<file path="src/rtl/mmss_if.sv">
// Control, preset, detector-flag and digit bundle between the keypad/detector side and the mm:ss timer.
// The master modport belongs to whoever drives the pulses and the flags; the slave modport belongs to the timer.
interface mmss_if;
  logic        tick;
  logic        start_pause;
  logic        clear;
  logic        load;
  logic [15:0] load_val;
  logic        dir;
  logic        zero0, zero1, zero2, zero3;
  logic        top0, top1, top2, top3;
  logic [3:0]  s0, s1, m0, m1;
  logic        running;
  logic        done;

  modport slave (
    input  tick, start_pause, clear, load, load_val, dir,
    input  zero0, zero1, zero2, zero3, top0, top1, top2, top3,
    output s0, s1, m0, m1, running, done
  );

  modport master (
    output tick, start_pause, clear, load, load_val, dir,
    output zero0, zero1, zero2, zero3, top0, top1, top2, top3,
    input  s0, s1, m0, m1, running, done
  );
endinterface

</file>
<file path="src/rtl/mmss_timer_counter.sv">
// mm:ss BCD up/down timer core. Carry/borrow and terminal count come from the external
// zero/top detector that decodes the digits driven here.
module mmss_timer_counter (
  input  logic   clk,
  input  logic   rst_n,
  mmss_if.slave  bus
);

  typedef enum logic [1:0] {IDLE, RUN, PAUSE, DONE} state_t;

  state_t     state_q, state_d;
  logic [3:0] s0_q, s1_q, m0_q, m1_q;
  logic [3:0] s0_d, s1_d, m0_d, m1_d;
  logic       running_q, done_q;
  logic       term;

  function automatic logic [3:0] clamp(input logic [3:0] v, input logic [3:0] mx);
    return (v > mx) ? mx : v;
  endfunction

  // Terminal count is judged on the current digits, so it lags the final tick by one cycle.
  assign term = bus.dir ? bus.zero3 : bus.top3;

  always_comb begin
    state_d = state_q;
    s0_d    = s0_q;
    s1_d    = s1_q;
    m0_d    = m0_q;
    m1_d    = m1_q;
    if (bus.clear) begin
      state_d = IDLE;
      s0_d    = 4'd0;
      s1_d    = 4'd0;
      m0_d    = 4'd0;
      m1_d    = 4'd0;
    end else if (bus.load && state_q != RUN) begin
      s0_d = clamp(bus.load_val[3:0],   4'd9);
      s1_d = clamp(bus.load_val[7:4],   4'd5);
      m0_d = clamp(bus.load_val[11:8],  4'd9);
      m1_d = clamp(bus.load_val[15:12], 4'd5);
      if (state_q == DONE) state_d = IDLE;
    end else begin
      unique case (state_q)
        IDLE:  if (bus.start_pause) state_d = RUN;
        PAUSE: if (bus.start_pause) state_d = RUN;
        DONE:  ;
        RUN: begin
          if (term) begin
            state_d = DONE;
          end else if (bus.start_pause) begin
            state_d = PAUSE;
          end else if (bus.tick) begin
            if (!bus.dir) begin
              s0_d = bus.top0 ? 4'd0 : 4'(s0_q + 4'd1);
              if (bus.top0) s1_d = bus.top1 ? 4'd0 : 4'(s1_q + 4'd1);
              if (bus.top1) m0_d = bus.top2 ? 4'd0 : 4'(m0_q + 4'd1);
              if (bus.top2) m1_d = 4'(m1_q + 4'd1);
            end else begin
              s0_d = bus.zero0 ? 4'd9 : 4'(s0_q - 4'd1);
              if (bus.zero0) s1_d = bus.zero1 ? 4'd5 : 4'(s1_q - 4'd1);
              if (bus.zero1) m0_d = bus.zero2 ? 4'd9 : 4'(m0_q - 4'd1);
              if (bus.zero2) m1_d = 4'(m1_q - 4'd1);
            end
          end
        end
        default: state_d = IDLE;
      endcase
    end
  end

  always_ff @(posedge clk or negedge rst_n) begin
    if (!rst_n) begin
      state_q   <= IDLE;
      s0_q      <= 4'd0;
      s1_q      <= 4'd0;
      m0_q      <= 4'd0;
      m1_q      <= 4'd0;
      running_q <= 1'b0;
      done_q    <= 1'b0;
    end else begin
      state_q   <= state_d;
      s0_q      <= s0_d;
      s1_q      <= s1_d;
      m0_q      <= m0_d;
      m1_q      <= m1_d;
      running_q <= (state_d == RUN);
      done_q    <= (state_d == DONE);
    end
  end

  assign bus.s0      = s0_q;
  assign bus.s1      = s1_q;
  assign bus.m0      = m0_q;
  assign bus.m1      = m1_q;
  assign bus.running = running_q;
  assign bus.done    = done_q;

endmodule

</file>
<file path="src/flat_wrapper.sv">
// flat-port wrapper written by rule: the top's interface ports become plain ports
module mmss_timer_counter_flat 
  (clk, rst_n, bus_tick, bus_start_pause, bus_clear, bus_load, bus_load_val, bus_dir, bus_zero0, bus_zero1, bus_zero2, bus_zero3, bus_top0, bus_top1, bus_top2, bus_top3, bus_s0, bus_s1, bus_m0, bus_m1, bus_running, bus_done);
  mmss_if bus_i ();
  input  logic clk;
  input  logic rst_n;
  input wire logic [$bits(bus_i.tick)-1:0] bus_tick;
  input wire logic [$bits(bus_i.start_pause)-1:0] bus_start_pause;
  input wire logic [$bits(bus_i.clear)-1:0] bus_clear;
  input wire logic [$bits(bus_i.load)-1:0] bus_load;
  input wire logic [$bits(bus_i.load_val)-1:0] bus_load_val;
  input wire logic [$bits(bus_i.dir)-1:0] bus_dir;
  input wire logic [$bits(bus_i.zero0)-1:0] bus_zero0;
  input wire logic [$bits(bus_i.zero1)-1:0] bus_zero1;
  input wire logic [$bits(bus_i.zero2)-1:0] bus_zero2;
  input wire logic [$bits(bus_i.zero3)-1:0] bus_zero3;
  input wire logic [$bits(bus_i.top0)-1:0] bus_top0;
  input wire logic [$bits(bus_i.top1)-1:0] bus_top1;
  input wire logic [$bits(bus_i.top2)-1:0] bus_top2;
  input wire logic [$bits(bus_i.top3)-1:0] bus_top3;
  output wire logic [$bits(bus_i.s0)-1:0] bus_s0;
  output wire logic [$bits(bus_i.s1)-1:0] bus_s1;
  output wire logic [$bits(bus_i.m0)-1:0] bus_m0;
  output wire logic [$bits(bus_i.m1)-1:0] bus_m1;
  output wire logic [$bits(bus_i.running)-1:0] bus_running;
  output wire logic [$bits(bus_i.done)-1:0] bus_done;
  assign bus_i.tick = bus_tick;
  assign bus_i.start_pause = bus_start_pause;
  assign bus_i.clear = bus_clear;
  assign bus_i.load = bus_load;
  assign bus_i.load_val = bus_load_val;
  assign bus_i.dir = bus_dir;
  assign bus_i.zero0 = bus_zero0;
  assign bus_i.zero1 = bus_zero1;
  assign bus_i.zero2 = bus_zero2;
  assign bus_i.zero3 = bus_zero3;
  assign bus_i.top0 = bus_top0;
  assign bus_i.top1 = bus_top1;
  assign bus_i.top2 = bus_top2;
  assign bus_i.top3 = bus_top3;
  assign bus_s0 = bus_i.s0;
  assign bus_s1 = bus_i.s1;
  assign bus_m0 = bus_i.m0;
  assign bus_m1 = bus_i.m1;
  assign bus_running = bus_i.running;
  assign bus_done = bus_i.done;
  mmss_timer_counter u_core (.clk(clk), .rst_n(rst_n), .bus(bus_i));
endmodule
</file>
<file path="config.mk">
export PLATFORM = sky130hd
export DESIGN_NAME = mmss_timer_counter_flat
export DESIGN_NICKNAME = d
export VERILOG_FILES = /design/src/rtl/mmss_if.sv /design/src/rtl/mmss_timer_counter.sv /design/src/flat_wrapper.sv
export SDC_FILE = /design/constraint.sdc
export NUM_CORES = 1
export LEC_CHECK = 0
export ABC_AREA = 1
export BUFFER_PORTS_ARGS = -buffer_cell sky130_fd_sc_hd__buf_2
export CORE_MARGIN = 2
export CORE_UTILIZATION = 48
export DETAILED_ROUTE_END_ITERATION = 7
export PLACE_DENSITY = 0.77
export SETUP_SLACK_MARGIN = 0.2
export SLEW_MARGIN = 20
export SYNTH_ARGS = -nofsm -noshare
export SYNTH_HDL_FRONTEND = slang
export SYNTH_SLANG_ARGS = --single-unit
export TNS_END_PERCENT = 30
</file>
<file path="constraint.sdc">
create_clock -name clk -period 1.3 [get_ports clk]
set_clock_uncertainty 0.05 [all_clocks]
set_input_delay 0.13 -clock clk [delete_from_list [all_inputs] [get_ports clk]]
set_output_delay 0.13 -clock clk [all_outputs]
set_load 0.005 [all_outputs]
</file>
# Yosys cells after proc, flatten, opt, wreduce, memory -nomap -nowiden

Index checks and enable logic that the tools add are counted.

Bits in registers: 20
Output and inout bits: 18

Add/subtract/negate cells: 8
Order comparisons: 4
Eq/ne operators: 11
Multiplexer cells: 52
Reductions and logical operators: 12

Operators by type and width:

| cell                                                           | count |
|---|---|
| 2-to-1 mux 4 bit                                               | 44 |
| AND reduction 6 bit                                            | 3 |
| adder 4 x 1 -> 4 bit (second input constant)                   | 4 |
| subtractor 4 x 1 -> 4 bit (second input constant)              | 4 |
| 2-to-1 mux 2 bit                                               | 6 |
| inequality test 4 x 2 -> 1 bit (second input constant)         | 3 |
| nonzero test 4 bit                                             | 3 |
| greater-than comparator 4 x 3 -> 1 bit (second input constant) | 2 |
| greater-than comparator 4 bit (second input constant)          | 2 |
| == test 2 bit (second input constant)                          | 3 |
| nonzero test 3 bit                                             | 2 |
| == test 2 x 1 -> 1 bit (second input constant)                 | 2 |
| case mux 2 bit (2 select lines)                                | 1 |
| AND reduction 4 bit                                            | 1 |
| inequality test 3 x 1 -> 1 bit (second input constant)         | 1 |
| inequality test 3 bit (second input constant)                  | 1 |
| logical NOT 2 bit                                              | 1 |
| inequality test 2 x 1 -> 1 bit (second input constant)         | 1 |
| OR reduction 2 bit                                             | 1 |
| logical AND 1 bit                                              | 1 |
| 2-to-1 mux 1 bit                                               | 1 |

# Logic depth before layout (Yosys ltp)

Gate-level depths: netlist (run 1).

Word-level depth: 10
Gate-level depth with buffers: 9

# Least setup slack after synthesis (run 1)

No wires, ideal clock.

Kind: reg2reg
Start: register u_core.m1_q[2], in the netlist u_core.bus.m1[2]
End: register u_core.m1_q[3], in the netlist u_core.bus.m1[3]
Setup time: 0.120 ns
Arrival: 1.308 ns
Data required time: 1.130 ns
Path slack: -0.178 ns
Stages on the path, launching flop included: 7
Path through: dfrtp_1 -> ha_1 -> a21oi_1 -> nand2_1 -> or2_2 -> nand2_1 -> a21oi_2

Word-level cells in the longest chain between the ends: 9

RTL lines:

| item                                                              | RTL line                                           | text |
|---|---|---|
| from (decl)                                                       | mmss_timer_counter.sv:12                           | `logic [3:0] s0_q, s1_q, m0_q, m1_q;` |
| from (signal assigned)                                            | mmss_timer_counter.sv:85                           | `m1_q <= m1_d;` |
| adder 4 x 1 -> 4 bit or subtractor 4 x 1 -> 4 bit (tied branches) | mmss_timer_counter.sv:57, mmss_timer_counter.sv:62 |  |
| 2-to-1 mux 4 bit (on tied branches)                               | mmss_timer_counter.sv:57, mmss_timer_counter.sv:62 |  |
| 2-to-1 mux 4 bit (*)                                              | mmss_timer_counter.sv:53                           | `if (!bus.dir) begin` |
| 2-to-1 mux 4 bit (*)                                              | mmss_timer_counter.sv:52                           | `end else if (bus.tick) begin` |
| 2-to-1 mux 4 bit (*)                                              | mmss_timer_counter.sv:50                           | `end else if (bus.start_pause) begin` |
| 2-to-1 mux 4 bit (*)                                              | mmss_timer_counter.sv:48                           | `if (term) begin` |
| 2-to-1 mux 4 bit (*)                                              | mmss_timer_counter.sv:43                           | `unique case (state_q)` |
| 2-to-1 mux 4 bit (*)                                              | mmss_timer_counter.sv:36                           | `end else if (bus.load && state_q != RUN) begin` |
| 2-to-1 mux 4 bit (*)                                              | mmss_timer_counter.sv:30                           | `if (bus.clear) begin` |

Mark *: on every way between the ends. The rest lies on a longest branch, timed or not. The select of a mux whose other input is x is not followed.
A chain may end at the register's enable or synchronous reset.

# Worst setup path in the final report (run 1)

Start: register u_core.m1_q[1], in the netlist u_core.bus.m1[1]
End: register u_core.m1_q[1], in the netlist u_core.bus.m1[1]

The elaborated chain is that of the path after synthesis.

==> results.md, run 1 <==
* Status: complete, but fails checks
* Failing checks: setup timing
* CTS tree: yes
* Clk sink count at 20
* Fillers at 280
* Number of CTS-inserted buffers at 3
* Post-route cell area at 0.00269 mm²
* Final std cells w/o fill at 399
* Top post-synthesis cells by area: dfrtp_1 28%, nand2_1 14%, nand3_1 10%
* Die height at 65.4 µm
* Class of the worst hold path: in2reg
* Die ar. at 0.00428 mm²
* Gr ovfl total at 0
* CP peak stage delay at 550 ps
* N_diodes at 0
* Netlist Area Pre-Place at 0.00181 mm²
* Fin. Hold Viols at 0
* Multi-input logic area at about 0.0013 mm²
* WP data required at 1440 ps
* Io pins at 49
* Drt total wl at 5.36 mm
* Dominant cell type by area after synthesis: dfrtp_1
* Starting Density at 49.8%
* Fmax at 708 MHz
* GPL Wtd Cong at 0.826
* Post-synthesis sequential area ratio at 27.6%
* Core area at 0.00363 mm²
* Remaining DRCs at 0
* WS Path Type: reg2reg
* Crit. End Element: register
* Sequential Power Share at roughly a third
* Post-synth top area share at 27.6%
* GRT Total Usage at between 20% and 30%
* DR vias/cell at ~5.3
* Clock power share at 18.4%
* Die width at 65.4 µm
* Worst Path Arrival at between 1500 and 2000 ps
* Setup TNS at -1210 ps
* Max VDD drop at 0.683 mV
* Post-synth EDFFs at 0
* Clk root buf: clkbuf_8
* Largest net degree at the start of global routing at 21
* Combinational power share at 46.8%
* Cell area power density at 847 mW/mm²
* CP bufs+invs at 0
* Dpl cells at roughly 390
* Detailed placement HPWL at 3.69 mm
* Most common cell after layout, fill and taps aside: nand2_1
* Share of cells above drive strength 1 at 41.9%
* Cells along the critical path: fa_2 -> nor2_2 -> nor2_1 -> nand2_1 -> a21oi_2
* Synthesized flop and latch total at 20
* Final net count at 393
* Initial DRT Pass Iterations at 4
* Layout area overhead at 48.3%
* Routed Antenna Nets at 0
* Finished Core Util at 73.9%
* Clk slew on worst S/H paths at 70 ps
* Commonest non-fill, non-tap cells in the layout: 66 x nand2_1, 45 x buf_2, 32 x nand3_1, 28 x buf_4, 24 x inv_1
* Pleak at 1.38 nW
* Worst Max-Slew Pin Slew at 472 ps
* Ys flop type: dfrtp_1
* Post-synthesis net count at 304
* Async S/R FF share, synth at 100%
* Initial antenna violation count at 0
* DR WL/cell at approximately 13 µm
* Clk Latency, worst-skew pair at 260 ps
* Fin. max-slew vios at 0
* H-tree lvl count at 1
* MaxCap Viol Count at 0
* Register area at 503 µm²
* First-pass GRT wire length at around 8.5 mm
* CP Launch Type: register
* Row count at 22
* Worst Path Max Fanout at 3
* Switching part of the total power at between 30% and 40%
* Yosys cell types at 31
* Tcrit/Tclk final at 109%
* Vias in the first global route at around 1.9k
* I/O Buffers at 48
* CTS max path bufs at 2
* Cell Area, Placed at 0.00237 mm²
* Fin crit period at around 1400 ps
* Mean Syn Cell Area at 6.86 µm²
* Via Count at 2098
* Slew HR at 68.5%
* Internal at 1.43 mW
* Initial detailed-routing violation count at 150
* Sw power at roughly 0.85 mW
* Worst slack, placed at -96.9 ps
* Total of warnings raised by yosys at 0
* RSZ-0062 raised after global routing: true
* Mapped Cells at 264
* Worst path top cell family by delay: adder cells
* CP max stage cell: fa_2
* Final worst setup slack at -113 ps
* Final setup vio count at 17
[cell type report]
| cell class | count | share of cell area [%] |
|---|---|---|
| clock buffers | 3 | 1.54 |
| inverters | 32 | 4.85 |
| repair buffers | 88 | 23.1 |
| flip-flops and latches | 20 | 18.7 |
| multi-input cells | 208 | 49.5 |
| well taps | 48 | 2.24 |
[metrics by stage]
| stage | hold WS, ps | power [mW] |
|---|---|---|
| 6_report | 178 | 2.27 |
| 5_1_grt | 186 | 2.43 |
| 4_1_cts | 176 | 2.18 |
| 3_5_place_dp | 61.7 | 1.69 |
| 3_3_place_gp | 62.5 | 1.67 |
| 2_1_floorplan | -216 | 1.32 |
[power groups by stage]
stage                     registers, mW  logic, mW  clock network (mW)
final                             0.791       1.06               0.418
after global routing              0.802       1.18               0.454
after CTS                         0.786      0.970               0.422
after detailed placement          0.796      0.899                   0
after global placement            0.791      0.877                   0
after floorplan                   0.802      0.520                   0
[registers in the layout, summed over array words and instances, names as in the netlist]
| register | cells |
|---|---|
| u_core.bus.s1 | 4 |
| u_core.bus.m1 | 4 |
| u_core.bus.done | 1 |
| u_core.bus.running | 1 |
| u_core.bus.s0 | 4 |
| u_core.bus.m0 | 4 |
| u_core.state_q | 2 |
[routing by layer]
layer / vias to the layer above / global-route usage (%) / share of wire [%]
met5: - / 0 / 0
met3: 15 / 2.91 / 6.6
met1: 956 / 32.1 / 41
li1: 1039 / - / -
met4: 0 / 8.07 / 2.8
met2: 88 / 44.1 / 50
[worst reg2reg max path, delay by kind of cell, from the launching register on]
family / cells / cell delay (ps)
simple gates: 3 / 200
compound gates: 1 / 120
fa+ha+maj: 1 / 550
flops: 1 / 420
[cells by family after synthesis]
kind of cell,synth area share (%)
xor+xnor,1.45
buf+inv,9.33
simple gates,43.3
fa+ha+maj,6.63
compound gates,11.7
flops,27.6
[what timing repair did]
item,CTS,global route
hold endpoints to repair,20,0
resized for setup,23,25
endpoints found under the setup margin,28,31
gates cloned,1,0
buffers inserted,3,4
hold buffers,1,0
pin swaps,19,16
[synthesized netlist by cell type, types with 2 or more instances]
cell type	instances
a21oi_1	14
buf_2	2
buf_6	3
dfrtp_1	20
ha_1	8
inv_1	28
inv_2	2
inv_4	2
nand2_1	67
nand2_2	2
nand2_4	6
nand3_1	37
nand4_1	4
nor2_1	26
nor2_2	2
nor2_4	2
nor3_1	3
o211ai_1	4
o21a_1	2
o21ai_0	12
o21ai_1	4
or2_2	3
xor2_1	3
[path summary, 6_finish.rpt]
check,from,endpoint,slack (ps),cells past startpoint
worst min register to register,u_core.bus.m1[3],u_core.bus.m1[3],530,2
worst min-delay path,bus_clear,u_core.bus.m1[0],180,4
worst max-delay path,u_core.bus.m1[1],u_core.bus.m1[1],-110,5
worst max register to register,u_core.bus.m1[1],u_core.bus.m1[1],-110,5
min in group asynchronous,rst_n,u_core.bus.s0[1],290,2
max in group asynchronous,rst_n,u_core.bus.m0[2],550,2
(Power assumes the default switching activity.)
==> run 2, diff against run 1 <==
==> constraint.sdc (replaced) <==
create_clock -name clk -period 1.3 [get_ports clk]
set_clock_uncertainty 0.05 [all_clocks]
set_input_delay 0.13 -clock clk [delete_from_list [all_inputs] [get_ports clk]]
set_output_delay 0.13 -clock clk [all_outputs]
set_load 0.05 [all_outputs]
==> results.md, run 2 (same netlist as run 1, synthesis figures left out) <==
* Status: complete, but fails checks
* Failing checks: setup timing
* WP data required at roughly 1400 ps
* Clk root buf: clkbuf_8
* Core area at 0.00363 mm²
* Dpl cells at 382
* Worst Max-Slew Pin Slew at around 470 ps
* Row count at 22
* Max VDD drop at roughly 0.96 mV
* Routed Antenna Nets at 0
* Remaining DRCs at 0
* Number of CTS-inserted buffers at 3
* GPL Wtd Cong at 0.814
* Pleak at roughly 1.3 nW
* Initial detailed-routing violation count at 63
* Sequential Power Share at 31.2%
* Die ar. at about 0.0043 mm²
* Most common cell after layout, fill and taps aside: nand2_1
* Setup TNS at -834 ps
* Grt met2 use at 43.6%
* H-tree lvl count at 1
* First-pass GRT wire length at 8.45 mm
* Crit. End Element: register
* WS Path Type: reg2reg
* R2R Setup Slk at -130 ps
* Final std cells w/o fill at just under 400
* GRT busiest layer: met2
* Most used cell, CP: nor2_1
* Initial antenna violation count at 0
* Fillers at 281
* Cell Area, Placed at roughly 0.0024 mm²
* MaxCap Viol Count at 0
* Combinational power share at 49.6%
* Clk Latency, worst-skew pair at 270 ps
* Final net count at 387
* Worst Path Max Fanout at 3
* GRT met3 Usage at 3.08%
* Gr ovfl total at 0
* Sw power at 1.07 mW
* Largest net degree at the start of global routing at 21
* Share of cells above drive strength 1 at 41.3%
* Worst slack, placed at -88.3 ps
* CP bufs+invs at 0
* Fin crit period at approximately 1400 ps
* I/O Buffers at 48
* Initial DRT Pass Iterations at 4
* Starting Density at 49.8%
* Class of the worst hold path: in2reg
* DR WL/cell at 13.0 µm
* Vias in the first global route at 1928
* Via Count at 2035
* Final worst setup slack at -126 ps
* Multi-input logic area at 0.00127 mm²
* Die width at roughly 65 µm
* Fmax at ~700 MHz
* CTS tree: yes
* Switching part of the total power at between 40% and 50%
* Clock power share at a little under a fifth
* Met1 Resource Use GR at 32.4%
* CP Launch Type: register
* Layout area overhead at 46.2%
* Die height at approximately 65 µm
* Internal at 1.51 mW
* Final setup vio count at 14
* Hold Slack at approximately 130 ps
* Drt total wl at 5.12 mm
* CP max stage cell: fa_2
* Cell area power density at 976 mW/mm²
* Finished Core Util at 72.9%
* CP peak stage delay at 530 ps
* Clk slew on worst S/H paths at 80 ps
* Fin. max-slew vios at 0
* Tcrit/Tclk final at 110%
* Commonest non-fill, non-tap cells in the layout: 66 x nand2_1, 36 x buf_2, 34 x nand3_1, 31 x buf_4, 24 x nor2_1
* Fin. Hold Viols at 0
* CTS max path bufs at 2
* DR vias/cell at 5.16
* Worst Path Arrival at 1570 ps
* Detailed placement HPWL at 3.70 mm
* Io pins at 49
* Post-route cell area at 0.00265 mm²
* Total power at 2.58 mW
* Cells along the critical path: fa_2 -> nor2_1 -> nor2_1 -> nand2_1 -> a21oi_2
* N_diodes at 0
* Slew HR at between 60% and 70%
* GRT Total Usage at between 20% and 30%
* Register area at just over 500 µm²
* RSZ-0062 raised after global routing: true
* Clk sink count at 20
* Worst path top cell family by delay: adder cells
## run 2: cell count changes in the layout (fill, tap and decap cells not counted), sizes merged
| cell | previous run | this run |
|---|---|---|
| buf | 87 | 81 |
| clkbuf | 3 | 4 |
## run 2: power groups by stage
| stage | logic, mW | registers [mW] | clock network, mW |
|---|---|---|---|
| floorplan | 0.537 | 1.04 | 0 |
| global placement | 1.09 | 0.808 | 0 |
| detailed placement | 1.12 | 0.811 | 0 |
| CTS | 1.24 | 0.802 | 0.498 |
| global route | 1.39 | 0.818 | 0.525 |
| finish | 1.28 | 0.806 | 0.497 |
## run 2: timing repair
item,CTS,global route
resized for setup,34,15
pin swaps,17,5
hold endpoints to repair,20,0
endpoints found under the setup margin,36,34
hold buffers,1,0
gates cloned,1,0
buffers inserted,3,3
## run 2: path summary, 6_finish.rpt
path / cells past startpoint / from / to
max: 5 / u_core.bus.m1[1] / u_core.bus.m1[1]
min: 4 / bus_clear / u_core.bus.s1[1]
max reg2reg: 5 / u_core.bus.m1[1] / u_core.bus.m1[1]
min reg2reg: 2 / u_core.bus.s0[3] / u_core.bus.s0[3]
max in group asynchronous: 2 / rst_n / u_core.bus.m0[1]
min in group asynchronous: 2 / rst_n / u_core.bus.s0[3]
## run 2: final cells by class
type	count	area share (%)
inverters	32	4.91
clock buffers	4	2.08
multi-input cells	208	48.1
flip-flops and latches	20	19.4
repair buffers	82	23.3
well taps	48	2.27
## run 2: per-layer routing
metal,vias up,share of wire (%),routed length (µm)
met4,0,2.5,130
met5,-,0,0
met3,14,4.9,253
met2,65,48,2480
li1,1027,-,-
met1,929,44,2260
## run 2: worst register-to-register path, cell delays in order, from the launching register on
cell and delay [ps]:
dfrtp_2 440, fa_2 530, nor2_1 40, nor2_1 80, nand2_1 80, a21oi_2 140
==> run 3, diff against run 2 <==
--- a/config.mk
+++ b/config.mk
@@ -7,6 +7,8 @@
 export LEC_CHECK = 0
 export ABC_AREA = 1
 export BUFFER_PORTS_ARGS = -buffer_cell sky130_fd_sc_hd__buf_2
+export CAP_MARGIN = 30
+export CORE_ASPECT_RATIO = 1.1
 export CORE_MARGIN = 2
 export CORE_UTILIZATION = 48
 export DETAILED_ROUTE_END_ITERATION = 7
==> results.md, run 3 (same netlist as run 1, synthesis figures left out) <==
* Status: complete, but fails checks
* Failing checks: setup timing
* CTS max path bufs at 2
* Via Count at ~2.1k
* Register area at about 510 µm²
* Cells along the critical path: fa_2 -> xor2_1 -> o21ai_1 -> a21oi_2 -> nand2_1 -> nand2_1
* First-pass GRT wire length at 8.71 mm
* Crit. End Element: register
* Initial detailed-routing violation count at 111
* Class of the worst hold path: in2reg
* Drt total wl at 5.70 mm
* Worst Max-Slew Pin Slew at 474 ps
* Remaining DRCs at 0
* Fillers at 270
* Io pins at 49
* Cell Area, Placed at 0.00236 mm²
* Vias in the first global route at 1984
* WP data required at 1410 ps
* Commonest non-fill, non-tap cells in the layout: 64 x nand2_1, 34 x nand3_1, 32 x buf_2, 32 x buf_4, 23 x nor2_1
* Die ar. at between 0.004 and 0.005 mm²
* Fin. Hold Viols at 0
* Fin. max-slew vios at 0
* Dpl cells at 383
* Share of cells above drive strength 1 at 43.4%
* Die height at between 60 and 70 µm
* Number of CTS-inserted buffers at 3
* Slew HR at 68.4%
* Final worst setup slack at -188 ps
* GPL Wtd Cong at 0.888
* Tcrit/Tclk final at 114%
* CP bufs+invs at 0
* Initial antenna violation count at 0
* Clk slew on worst S/H paths at 80 ps
* DR vias/cell at around 5.3
* Final setup vio count at 17
* Clk Latency, worst-skew pair at roughly 270 ps
* Most common cell after layout, fill and taps aside: nand2_1
* Routed Antenna Nets at 0
* CP max stage cell: dfrtp_2
* WS Path Type: reg2reg
* Pleak at 1.36 nW
* Fin crit period at 1490 ps
* Hold Slack at approximately 130 ps
* MaxCap Viol Count at 0
* Multi-input logic area at 0.00131 mm²
* Clk sink count at 20
* Cell area power density at around 960 mW/mm²
* RSZ-0062 raised after global routing: true
* Worst Path Max Fanout at 2
* Die width at 62.6 µm
* Post-route cell area at roughly 0.0027 mm²
* Core area at 0.00363 mm²
* I/O Buffers at 48
* Worst Path Arrival at about 1600 ps
* Final std cells w/o fill at 398
* GRT Total Usage at 25.8%
* DR WL/cell at 14.3 µm
* CP Launch Type: register
* Fmax at 672 MHz
* Final net count at roughly 400
* Max VDD drop at 0.835 mV
* Layout area overhead at 50.3%
* Worst path top cell family by delay: flip-flops
* Initial DRT Pass Iterations at 4
* H-tree lvl count at 1
* Detailed placement HPWL at 3.98 mm
* Most used cell, CP: nand2_1
* N_diodes at 0
* CTS tree: yes
* Starting Density at 49.9%
* CP peak stage delay at 420 ps
* Gr ovfl total at 0
* Row count at 23
* Largest net degree at the start of global routing at 21
* Clk root buf: clkbuf_8
[run 3: path summary, 6_finish.rpt]
check / end / from / cells after the start / slack [ps]
worst min-delay path: u_core.bus.m1[0] / bus_clear / 4 / 130
worst min register to register: u_core.bus.m1[3] / u_core.bus.m1[3] / 2 / 530
min in group asynchronous: u_core.bus.m0[3] / rst_n / 2 / 310
max in group asynchronous: u_core.bus.s1[1] / rst_n / 2 / 540
worst max register to register: u_core.bus.m1[2] / u_core.bus.m1[0] / 6 / -190
worst max-delay path: u_core.bus.m1[2] / u_core.bus.m1[0] / 6 / -190
[run 3: per-stage QoR]
stage / util, % / worst slack [ps] / total power [mW] / TNS (ps)
after floorplan: - / -166 / 1.58 / -1030
after global placement: 65.0 / -59.0 / 1.91 / -290
after detailed placement: 65.0 / -86.2 / 1.94 / -545
after CTS: 72.0 / -88.3 / 2.52 / -334
after global routing: 75.1 / -219 / 2.76 / -2280
final: 75.1 / -188 / 2.61 / -1250
[run 3: per-layer routing]
layer / up-vias / routed length (µm) / global-route usage [%]
met5: - / 0 / 0
met4: 0 / 83 / 9.44
met3: 12 / 258 / 5.26
met2: 72 / 2900 / 45.8
met1: 987 / 2460 / 31.6
li1: 1035 / - / -
[run 3: final cells by class]
cell class,instances,area share (%)
multi-input combinational,208,48.0
clock buffer,4,1.66
sequential,20,18.9
timing repair inverter,1,0.322
tap,50,2.30
inverter,32,4.97
timing repair buffer,83,23.9
[run 3: what timing repair did]
item,4_1_cts,5_1_grt
pin swaps,15,17
endpoints found under the setup margin,36,33
setup buffers,6,2
gates resized for setup,43,25
cloned,1,1
hold buffers,1,0
endpoints found under the hold margin,20,0
[run 3: worst register-to-register path: stages, from the launching register on]
cell and delay, ps:
dfrtp_2 420, fa_2 360, xor2_1 150, o21ai_1 210, a21oi_2 70, nand2_1 70
nand2_1 50
[run 3: where the power goes]
part           internal, mW  leakage [nW]  switching [mW]  total, mW
clock                 0.219        0.0228           0.222      0.441
sequential            0.701         0.245           0.106      0.808
combinational         0.573          1.10           0.784       1.36
